### config.mk
export PLATFORM = sky130hd
export DESIGN_NAME = checkpoint_monitor
export DESIGN_NICKNAME = d
export VERILOG_FILES = /design/src/rtl/checkpoint_monitor_pkg.sv /design/src/rtl/checkpoint_monitor_checkbit_sync_filter.sv /design/src/rtl/checkpoint_monitor.sv
export SDC_FILE = /design/constraint.sdc
export NUM_CORES = 1
export LEC_CHECK = 0
export CAP_MARGIN = 20
export CORE_ASPECT_RATIO = 0.8
export CORE_MARGIN = 2
export CORE_UTILIZATION = 30
export CTS_CLUSTER_SIZE = 12
export DETAILED_ROUTE_END_ITERATION = 10
export PLACE_DENSITY = 0.58
export SYNTH_ARGS = -nofsm -noshare
export SYNTH_HDL_FRONTEND = slang
export SYNTH_SLANG_ARGS = --single-unit
### constraint.sdc
create_clock -name clock -period 3.7 [get_ports clock]
set_input_delay 0.74 -clock clock [delete_from_list [all_inputs] [get_ports clock]]
set_output_delay 0.74 -clock clock [all_outputs]
set_load 0.05 [all_outputs]
### src/rtl/checkpoint_monitor_pkg.sv
// Shared types and constants for the checkpoint word monitor.
// Holds the FSM state encoding, the well-known firmware codes and a width helper.
package checkpoint_monitor_pkg;

  typedef enum logic [1:0] {
    IDLE = 2'd0,
    WAIT = 2'd1,
    PASS = 2'd2,
    FAIL = 2'd3
  } state_t;

  localparam logic [15:0] CP_START = 16'hA040;
  localparam logic [15:0] CP_PASS  = 16'hA090;

  function automatic int clog2(input int value);
    int result;
    result = 0;
    while ((1 << result) < value) result++;
    return result;
  endfunction

endpackage

### src/rtl/checkpoint_monitor_checkbit_sync_filter.sv
// Two-flop synchronizer for the raw pad word followed by a stability filter.
// settle_pulse fires once per settle event, so a held value is reported only once.
module checkbit_sync_filter #(
  parameter int WIDTH         = 16,
  parameter int STABLE_CYCLES = 2
) (
  input  logic             clock,
  input  logic             resetb,
  input  logic [WIDTH-1:0] din,
  output logic [WIDTH-1:0] value,
  output logic             settle_pulse
);

  localparam logic [3:0] STABLE = 4'(STABLE_CYCLES);

  logic [WIDTH-1:0] sync_1;
  logic [WIDTH-1:0] sync_2;
  logic [WIDTH-1:0] cand;
  logic [3:0]       cnt;
  logic             reported;

  // A new synchronized value restarts the count and re-arms the settle report.
  always_ff @(posedge clock or negedge resetb) begin
    if (!resetb) begin
      sync_1   <= '0;
      sync_2   <= '0;
      cand     <= '0;
      cnt      <= '0;
      reported <= 1'b0;
    end else begin
      sync_1 <= din;
      sync_2 <= sync_1;
      if (sync_2 != cand) begin
        cand     <= sync_2;
        cnt      <= 4'd1;
        reported <= 1'b0;
      end else begin
        if (cnt != STABLE) cnt <= cnt + 4'd1;
        if (settle_pulse) reported <= 1'b1;
      end
    end
  end

  assign settle_pulse = (cnt == STABLE) && !reported;
  assign value        = cand;

endmodule

### src/rtl/checkpoint_monitor.sv
// Watches the settled checkpoint word and checks that the expected codes arrive in order.
// Reports pass, fail (strict mismatch or timeout) and progress through the sequence.
module checkpoint_monitor
  import checkpoint_monitor_pkg::*;
#(
  parameter int WIDTH          = 16,
  parameter int NUM_CODES      = 4,
  parameter int STABLE_CYCLES  = 2,
  parameter int TIMEOUT_CYCLES = 25000,
  parameter int STRICT         = 0
) (
  input  logic                       clock,
  input  logic                       resetb,
  input  logic                       enable,
  input  logic [NUM_CODES*WIDTH-1:0] exp_codes,
  input  logic [WIDTH-1:0]           checkbits,
  output logic                       busy,
  output logic                       start_seen,
  output logic                       advance,
  output logic [3:0]                 stage,
  output logic                       pass,
  output logic                       fail,
  output logic                       timeout,
  output logic [WIDTH-1:0]           bad_code
);

  localparam int             TW_RAW = clog2(TIMEOUT_CYCLES + 1);
  localparam int             TW     = (TW_RAW < 1) ? 1 : TW_RAW;
  localparam logic [TW-1:0]  TLAST  = (TIMEOUT_CYCLES == 0) ? '0 : TW'(TIMEOUT_CYCLES - 1);
  localparam logic [3:0]     LAST   = 4'(NUM_CODES - 1);

  state_t           state;
  logic             enable_q;
  logic [TW-1:0]    tcnt;
  logic [WIDTH-1:0] cand;
  logic             settle_pulse;
  logic [3:0]       stage_prev;
  logic [WIDTH-1:0] cur_code;
  logic [WIDTH-1:0] prev_code;
  logic             hit;
  logic             strict_miss;
  logic             timed_out;

  checkbit_sync_filter #(
    .WIDTH        (WIDTH),
    .STABLE_CYCLES(STABLE_CYCLES)
  ) u_filter (
    .clock       (clock),
    .resetb      (resetb),
    .din         (checkbits),
    .value       (cand),
    .settle_pulse(settle_pulse)
  );

  assign stage_prev  = (stage == 4'd0) ? 4'd0 : stage - 4'd1;
  assign cur_code    = exp_codes[int'(stage)*WIDTH +: WIDTH];
  assign prev_code   = exp_codes[int'(stage_prev)*WIDTH +: WIDTH];
  assign hit         = settle_pulse && (cand == cur_code);
  assign strict_miss = (STRICT != 0) && (stage != 4'd0) && settle_pulse &&
                       (cand != prev_code) && (cand != cur_code);
  assign timed_out   = (TIMEOUT_CYCLES != 0) && (tcnt == TLAST);
  assign busy        = (state == WAIT);

  // Dropping enable aborts from any state; PASS and FAIL otherwise hold their flags.
  always_ff @(posedge clock or negedge resetb) begin
    if (!resetb) begin
      state      <= IDLE;
      enable_q   <= 1'b0;
      stage      <= 4'd0;
      tcnt       <= '0;
      start_seen <= 1'b0;
      advance    <= 1'b0;
      pass       <= 1'b0;
      fail       <= 1'b0;
      timeout    <= 1'b0;
      bad_code   <= '0;
    end else begin
      enable_q   <= enable;
      start_seen <= 1'b0;
      advance    <= 1'b0;
      if (!enable) begin
        state    <= IDLE;
        stage    <= 4'd0;
        tcnt     <= '0;
        pass     <= 1'b0;
        fail     <= 1'b0;
        timeout  <= 1'b0;
        bad_code <= '0;
      end else begin
        case (state)
          IDLE: begin
            if (!enable_q) begin
              state <= WAIT;
              stage <= 4'd0;
              tcnt  <= '0;
            end
          end
          WAIT: begin
            if (tcnt != TLAST) tcnt <= tcnt + 1'b1;
            if (hit) begin
              advance <= 1'b1;
              if (stage == 4'd0) start_seen <= 1'b1;
              if (stage == LAST) begin
                pass  <= 1'b1;
                state <= PASS;
              end else begin
                stage <= stage + 4'd1;
              end
            end
            // A final match in the same cycle as the timeout still counts as a pass.
            if (!(hit && stage == LAST)) begin
              if (strict_miss) begin
                bad_code <= cand;
                fail     <= 1'b1;
                state    <= FAIL;
              end else if (timed_out) begin
                fail    <= 1'b1;
                timeout <= 1'b1;
                state   <= FAIL;
              end
            end
          end
          default: begin
          end
        endcase
      end
    end
  end

endmodule
==> results of run 1 <==
-- power by group --
part | internal, mW | switching, mW
clock | 0.677 | 0.340
sequential | 0.893 | 0.0224
combinational | 0.118 | 0.112
-- logic make-up after synthesis --
logic type	count (synthesis)	synth area share, %
and+or+nand+nor	125	16.4
DFF	79	49.1
buffers and inverters	52	6.84
AOI/OAI and AO/OA	45	8.14
xor gates and xnor gates	35	7.62
muxes	18	10.2
adders and majority gates	5	1.55
other	1	0.0932
-- cell usage after synthesis (all sizes together) (2+ instances only) --
| cell type | number | area (µm²) |
|---|---|---|
| a2111oi | 2 | 42.5 |
| a21oi | 8 | 43.8 |
| a22oi | 2 | 15.0 |
| a31oi | 2 | 12.5 |
| a32oi | 2 | 25.0 |
| buf | 20 | 155 |
| clkbuf | 23 | 86.3 |
| dfrtp | 79 | 1980 |
| ha | 5 | 62.6 |
| inv | 9 | 33.8 |
| mux4 | 16 | 390 |
| nand2 | 27 | 101 |
| nand2b | 6 | 37.5 |
| nand3 | 11 | 55.1 |
| nand3b | 2 | 15.0 |
| nand4 | 14 | 103 |
| nand4b | 2 | 17.5 |
| nor2 | 33 | 124 |
| nor2b | 4 | 25.0 |
| nor3 | 4 | 20.0 |
| nor4 | 6 | 37.5 |
| nor4b | 4 | 41.3 |
| o211ai | 5 | 37.5 |
| o21ai | 15 | 75.1 |
| o31ai | 2 | 15.0 |
| or2 | 3 | 18.8 |
| or3 | 3 | 18.8 |
| or4 | 2 | 15.0 |
| xnor2 | 9 | 78.8 |
| xor2 | 26 | 228 |
-- stage by stage --
step | cells | power (mW)
6_report | 622 | 2.16
5_1_grt | 622 | 2.25
4_1_cts | 621 | 2.19
3_5_place_dp | 605 | 1.16
3_3_place_gp | 605 | 1.15
2_1_floorplan | 375 | 1.05
-- critical path, delay by kind of cell, from the launching register on --
kind / cells / cell delay, ns
AO/OA/AOI/OAI: 3 / 0.52
buffers and inverters: 1 / 0.28
flip-flops: 1 / 0.72
multiplexers: 1 / 0.64
AND/OR/NAND/NOR: 3 / 0.98
-- sequential cells by signal, indices dropped and copies added (netlist names) --
| name | flops |
|---|---|
| stage | 4 |
| enable_q | 1 |
| u_filter.cnt | 4 |
| state | 2 |
| tcnt | 15 |
| u_filter.sync_2 | 16 |
| u_filter.value | 16 |
| u_filter.reported | 1 |
| advance | 1 |
| start_seen | 1 |
| timeout | 1 |
| u_filter.sync_1 | 16 |
| pass | 1 |
-- metal layers --
layer	part of all wire, %	up-vias	wire length (µm)	track usage [%]
met5	0	-	0	0
met4	1.4	0	128	4.26
met3	4.9	11	440	2.54
met2	46	90	4190	21.3
met1	47	1423	4260	18.4
li1	-	1407	-	-
-- layout by cell type (no fill, tap or decap), types with 2 or more instances in the layout --
| cell type | instances |
|---|---|
| a21oi_1 | 7 |
| a22oi_1 | 2 |
| a31oi_1 | 2 |
| buf_4 | 7 |
| bufinv_16 | 3 |
| clkbuf_16 | 9 |
| clkdlybuf4s50_1 | 91 |
| clkinvlp_4 | 2 |
| conb_1 | 16 |
| dfrtp_1 | 79 |
| ha_1 | 5 |
| inv_1 | 9 |
| mux4_1 | 8 |
| mux4_2 | 8 |
| nand2_1 | 27 |
| nand2b_1 | 6 |
| nand3_1 | 11 |
| nand3b_1 | 2 |
| nand4_1 | 13 |
| nand4b_1 | 2 |
| nor2_1 | 33 |
| nor2b_1 | 4 |
| nor3_1 | 4 |
| nor4_1 | 6 |
| nor4b_1 | 3 |
| o211ai_1 | 5 |
| o21ai_0 | 14 |
| o31ai_1 | 2 |
| or2_2 | 2 |
| or3_1 | 3 |
| or4_1 | 2 |
| xnor2_1 | 9 |
| xor2_1 | 26 |
-- path summary, 6_finish.rpt --
| path | slack (ns) | endpoint | depth (start not counted) | start |
|---|---|---|---|---|
| worst max-delay path | 0.48 | stage[0]$_DFFE_PN0P_ | 8 | stage[0]$_DFFE_PN0P_ |
| worst max register to register | 0.48 | stage[0]$_DFFE_PN0P_ | 8 | stage[0]$_DFFE_PN0P_ |
| max in group asynchronous | 2.87 | tcnt[1]$_DFFE_PN0P_ | 2 | resetb |
| min in group clock | 0.35 | u_filter.sync_2[2]$_DFF_PN0_ | 0 | u_filter.sync_1[2]$_DFF_PN0_ |
| worst min register to register | 0.35 | u_filter.sync_2[2]$_DFF_PN0_ | 0 | u_filter.sync_1[2]$_DFF_PN0_ |
| worst min-delay path | 0.25 | tcnt[11]$_DFFE_PN0P_ | 1 | resetb |
-- area by class of cell --
cell class | instances | area [µm²]
Clock buffer | 11 | 243
Multi-Input combinational cell | 244 | 1830
Sequential cell | 79 | 1980
Clock inverter | 5 | 105
Timing Repair Buffer | 99 | 991
Inverter | 9 | 33.8
Fill cell | 1239 | 7560
Tap cell | 175 | 219
==> out/qor.yml, run 1 <==
outcome:
  status: "complete, no violations"
placement:
  place.gp.congestion: 0.813
  pre_cts_ws_ns: 0.339
  dpl_cell_area_mm2: 0.00502
  io_buffer_count: 92
  dpl.hpwl_mm: 6.85
power_and_ir_drop:
  leakagePower_nw: 2.17
  power_density_mw_per_mm2: 401
  vdd_drop_max_uv: 248
sta:
  layout_setup_ws_ns: 0.480
  min_period_over_period_pct: 87.0
  tightest_slew_ns: 0.735
  tns_ns: 0
  fin_crit_ns: 3.22
  hold_violations: 0
  rsz0062_at_grt: "no"
  max_freq_mhz: 311
  whs_ns: 0.253
  setup_viol: 0
  drv_slew: 0
  relSlewSlack_pct: 51.0
  fin_worst_skew_ns: 0.00761
floorplan:
  die_x_um: 134
  rows: 37
  die_y_um: 108
  initial_core_util_pct: 31.1
  dieArea_mm2: 0.0144
  io_pins: 109
  fp.coreArea_mm2: 0.0130
synth:
  synth_edf_count: 0
  ys_seq_elements: 79
  synthArstFlopShare_pct: 100
  synthesis.instances: 360
  synth_area_mm2: 0.00403
  seq_area_frac_synth_pct: 49.1
  synth_ff_type: "dfrtp_1"
  ys_types: 54
  avgSynthCellArea_um2: 11.2
  yosys_warnings: 0
clock_network:
  cts_buffers: 9
  cts.sinks: 79
  cts_setup_buffers: 0
  postCtsHoldBufs: 0
  ctsResizeCount: 0
  clock_latency_ns: 0.33
  cts-root-buf: "clkbuf_16"
  clock_path_buffers: 2
  cts_tree: "done"
  cts.clk_slew.worst_paths_ns: 0.06
  ctsHtreeMaxLevel: 3
final_layout:
  nets: 530
  syn_to_final_growth_pct: 34.1
  drive_above_1_share_pct: 8.95
  fin_util_pct: 41.6
  fin_area_mm2: 0.00540
  diodes: 0
worst_hold_path:
  hp-class: "in -> async"
global_routing:
  grt_pass1_wl_mm: 14.8
  grt_max_degree: 80
  grt_pass1_vias: 2936
  antenna_found_initial: 0
  grt-ovfl-total: 0
  groute.usage.overall_pct: 13.3
detailed_routing:
  drc_errors: 0
  wirelength_mm: 9.02
  wl_per_cell_um: 14.5
  vias: 2931
  drt-pass1-iter-count: 5
  drtAntennaViolNets: 0
  drtIter0Drc: 144
  viasPerCell: 4.71
worst_setup_path:
  endpoint_kind: "flop"
  cp.arrival_ns: 3.47
  cp_max_fo: 11
  setup.worst_path.class: "reg -> reg"
  cp.required_ns: 3.95
  cpPeakStageDelay_ns: 0.72
  worstSetupStartpointType: "flop"
  cp_cell_sequence: "buf_4, mux4_1, nor4b_1, a41oi_1, a32oi_1, nand4_4, or4_1, o211ai_1"
  crit_path_top_delay_cell: "dfrtp_1"
flow_run:
  max_cap_viol_count: 0
No activity file was read; power rests on OpenSTA's default activity.
==> inputs of run 2 (changes only) <==
--- a/config.mk
+++ b/config.mk
@@ -11,7 +11,8 @@
 export CORE_UTILIZATION = 30
 export CTS_CLUSTER_SIZE = 12
 export DETAILED_ROUTE_END_ITERATION = 10
-export PLACE_DENSITY = 0.58
+export DONT_BUFFER_PORTS = 1
+export PLACE_DENSITY = 0.48
 export SYNTH_ARGS = -nofsm -noshare
 export SYNTH_HDL_FRONTEND = slang
 export SYNTH_SLANG_ARGS = --single-unit
==> constraint.sdc (replaced) <==
create_clock -name clock -period 3.7 [get_ports clock]
set_input_delay 0.74 -clock clock [delete_from_list [all_inputs] [get_ports clock]]
set_output_delay 0.74 -clock clock [all_outputs]
set_load 0.01 [all_outputs]
==> run 2 against run 1 <==
Compared with the run above:
- sequential share of layout area is 8.2 points higher
- setup slack better by 0.28 ns
- sequential cell count stayed put
- critical endpoint unchanged
- largest power group is now sequential cells
- critical path depth stayed put
- combinational power is 59% lower
- first-iteration DRC count is 25% lower
- count of clock-buffer cells in the layout is 2 lower
- worst hold slack worse by 0.17 ns
- routed wire length is 5.7% lower
- clock power is 12% lower
==> out/qor.yml, run 2 (synthesis results as in run 1) <==
detailed_routing:
  dr.max_layer_used: "met5"
  wirelength_mm: 8.50  # -5.7%
  route.met3.wl_um: 625  # +42%
  dr_wl_met2_mm: 3.75  # -10%
  drt-pass1-iter-count: 6  # +1
  met1Wirelength_mm: 4.01  # -5.8%
  drc_errors: 0  # unchanged
  drtAntennaViolNets: 0  # unchanged
  drtIter0Drc: 108  # -25%
  viasPerCell: 4.87  # +3.3%
  wl_per_cell_um: 16.1  # +11%
  vias: 2575  # -12%
clock_network:
  ctsResizeCount: 0  # unchanged
  cts_buffers: 9  # unchanged
  postCtsHoldBufs: 0  # unchanged
  cts.clk_slew.worst_paths_ns: 0.06  # about the same
  cts.sinks: 79  # unchanged
  ctsHtreeMaxLevel: 3  # unchanged
  clock_path_buffers: 2  # unchanged
  cts_setup_buffers: 0  # unchanged
  cts_tree: "done"
  clock_latency_ns: 0.34  # about the same
  cts-root-buf: "clkbuf_16"
global_routing:
  grt_max_degree: 80  # unchanged
  grt_pass1_vias: 2590  # -12%
  grt-ovfl-total: 0  # unchanged
  antenna_found_initial: 2  # +2
  groute.usage.overall_pct: 13.2  # -0.14 points
  grt_pass1_wl_mm: 14.2  # -4.0%
placement:
  dp.cells: 512  # -15%
  io_buffer_count: 0  # -100%
  place.gp.congestion: 0.824  # +1.4%
  dpl.hpwl_mm: 6.22  # -9.2%
  dpl_cell_area_mm2: 0.00410  # -18%
floorplan:
  rows: 37  # unchanged
  io_pins: 109  # unchanged
  initial_core_util_pct: 31.1  # unchanged
  dieArea_mm2: 0.0144  # unchanged
  die_y_um: 108  # unchanged
  fp.coreArea_mm2: 0.0130  # unchanged
  die_x_um: 134  # unchanged
worst_setup_path:
  setup.worst_path.class: "reg -> reg"
  cp.required_ns: 3.96  # about the same
  cp_max_fo: 22  # +11
  cp.arrival_ns: 3.21  # -0.26 ns
  worstSetupStartpointType: "flop"
  endpoint_kind: "flop"
power_and_ir_drop:
  leakagePower_nw: 1.79  # -18%
  power_density_mw_per_mm2: 433  # +8.0%
  vdd_drop_max_uv: 255  # +2.8%
outcome:
  status: "complete, no violations"
sta:
  min_period_over_period_pct: 79.6  # -7.4 points
  tightest_slew_ns: 0.700  # -0.0357 ns
  relSlewSlack_pct: 53.2  # +2.2 points
  max_freq_mhz: 340  # +9.4%
  setup_viol: 0  # unchanged
  rsz0062_at_grt: "no"
  drv_slew: 0  # unchanged
  fin_crit_ns: 2.94  # -0.275 ns
  fin_worst_skew_ns: 0.00569  # -0.00192 ns
  tns_ns: 0  # unchanged
  hold_violations: 0  # unchanged
final_layout:
  nets: 436  # -18%
  syn_to_final_growth_pct: 9.45
  layout_commonest_cell: "dfrtp_1"
  drive_above_1_share_pct: 10.8  # +1.8 points
  final_cell_mix: "79 x dfrtp_1, 33 x nor2_1, 27 x nand2_1, 26 x xor2_1, 16 x conb_1"
  fin_area_mm2: 0.00441  # -18%
  final_cell_count_no_fill: 529  # -15%
  fin_util_pct: 34.0  # -7.7 points
worst_hold_path:
  hp-class: "in -> async"
flow_run:
  max_cap_viol_count: 0  # unchanged
run 2: final timing paths:
| check | cells after the start | startpoint | slack, ns | to |
|---|---|---|---|---|
| worst max-delay path | 8 | stage[0]$_DFFE_PN0P_ | 0.76 | stage[0]$_DFFE_PN0P_ |
| worst min-delay path | 0 | resetb | 0.09 | u_filter.sync_1[5]$_DFF_PN0_ |
| worst max register to register | 8 | stage[0]$_DFFE_PN0P_ | 0.76 | stage[0]$_DFFE_PN0P_ |
| worst min register to register | 0 | u_filter.sync_1[1]$_DFF_PN0_ | 0.35 | u_filter.sync_2[1]$_DFF_PN0_ |
| max in group asynchronous | 0 | resetb | 3.48 | u_filter.sync_1[11]$_DFF_PN0_ |
| min in group clock | 0 | u_filter.sync_1[1]$_DFF_PN0_ | 0.35 | u_filter.sync_2[1]$_DFF_PN0_ |
run 2: critical path, cell delays in order (launching register included):
cell       delay [ns]
dfrtp_1          0.32
buf_4            0.34
mux4_2           0.60
nor4b_2          0.30
a21oi_2          0.09
a2111oi_4        0.41
nand4_4          0.20
or4_1            0.50
o211ai_1         0.09
run 2: layout make-up:
class	instances	area [µm²]
clock buffers	9	225
diodes	1	2.50
flip-flops and latches	79	1980
well taps	175	219
fillers	1311	8560
repair buffers	5	37.5
clock inverters	7	81.3
inverters	9	33.8
multi-input cells	244	1830
run 2: power breakdown:
part | internal (mW) | switching, mW
Sequential | 0.893 | 0.0216
Combinational | 0.0401 | 0.0532
Clock | 0.531 | 0.369
Total | 1.46 | 0.444
run 2: through the flow:
stage / setup WS [ns] / hold slack (ns) / power (mW)
4_1_cts: 0.737 / 0.0705 / 1.94
3_5_place_dp: 0.752 / 0.336 / 1.02
3_3_place_gp: 0.790 / 0.332 / 1.02
5_1_grt: 0.515 / 0.0645 / 1.99
6_report: 0.755 / 0.0865 / 1.91
2_1_floorplan: 0.919 / 0.331 / 1.02
run 2: layer usage:
| metal | vias to the layer above | track usage [%] |
|---|---|---|
| met1 | 1268 | 17.8 |
| met2 | 71 | 19.1 |
| li1 | 1225 | - |
| met5 | - | 0 |
| met4 | 2 | 4.33 |
| met3 | 9 | 5.56 |
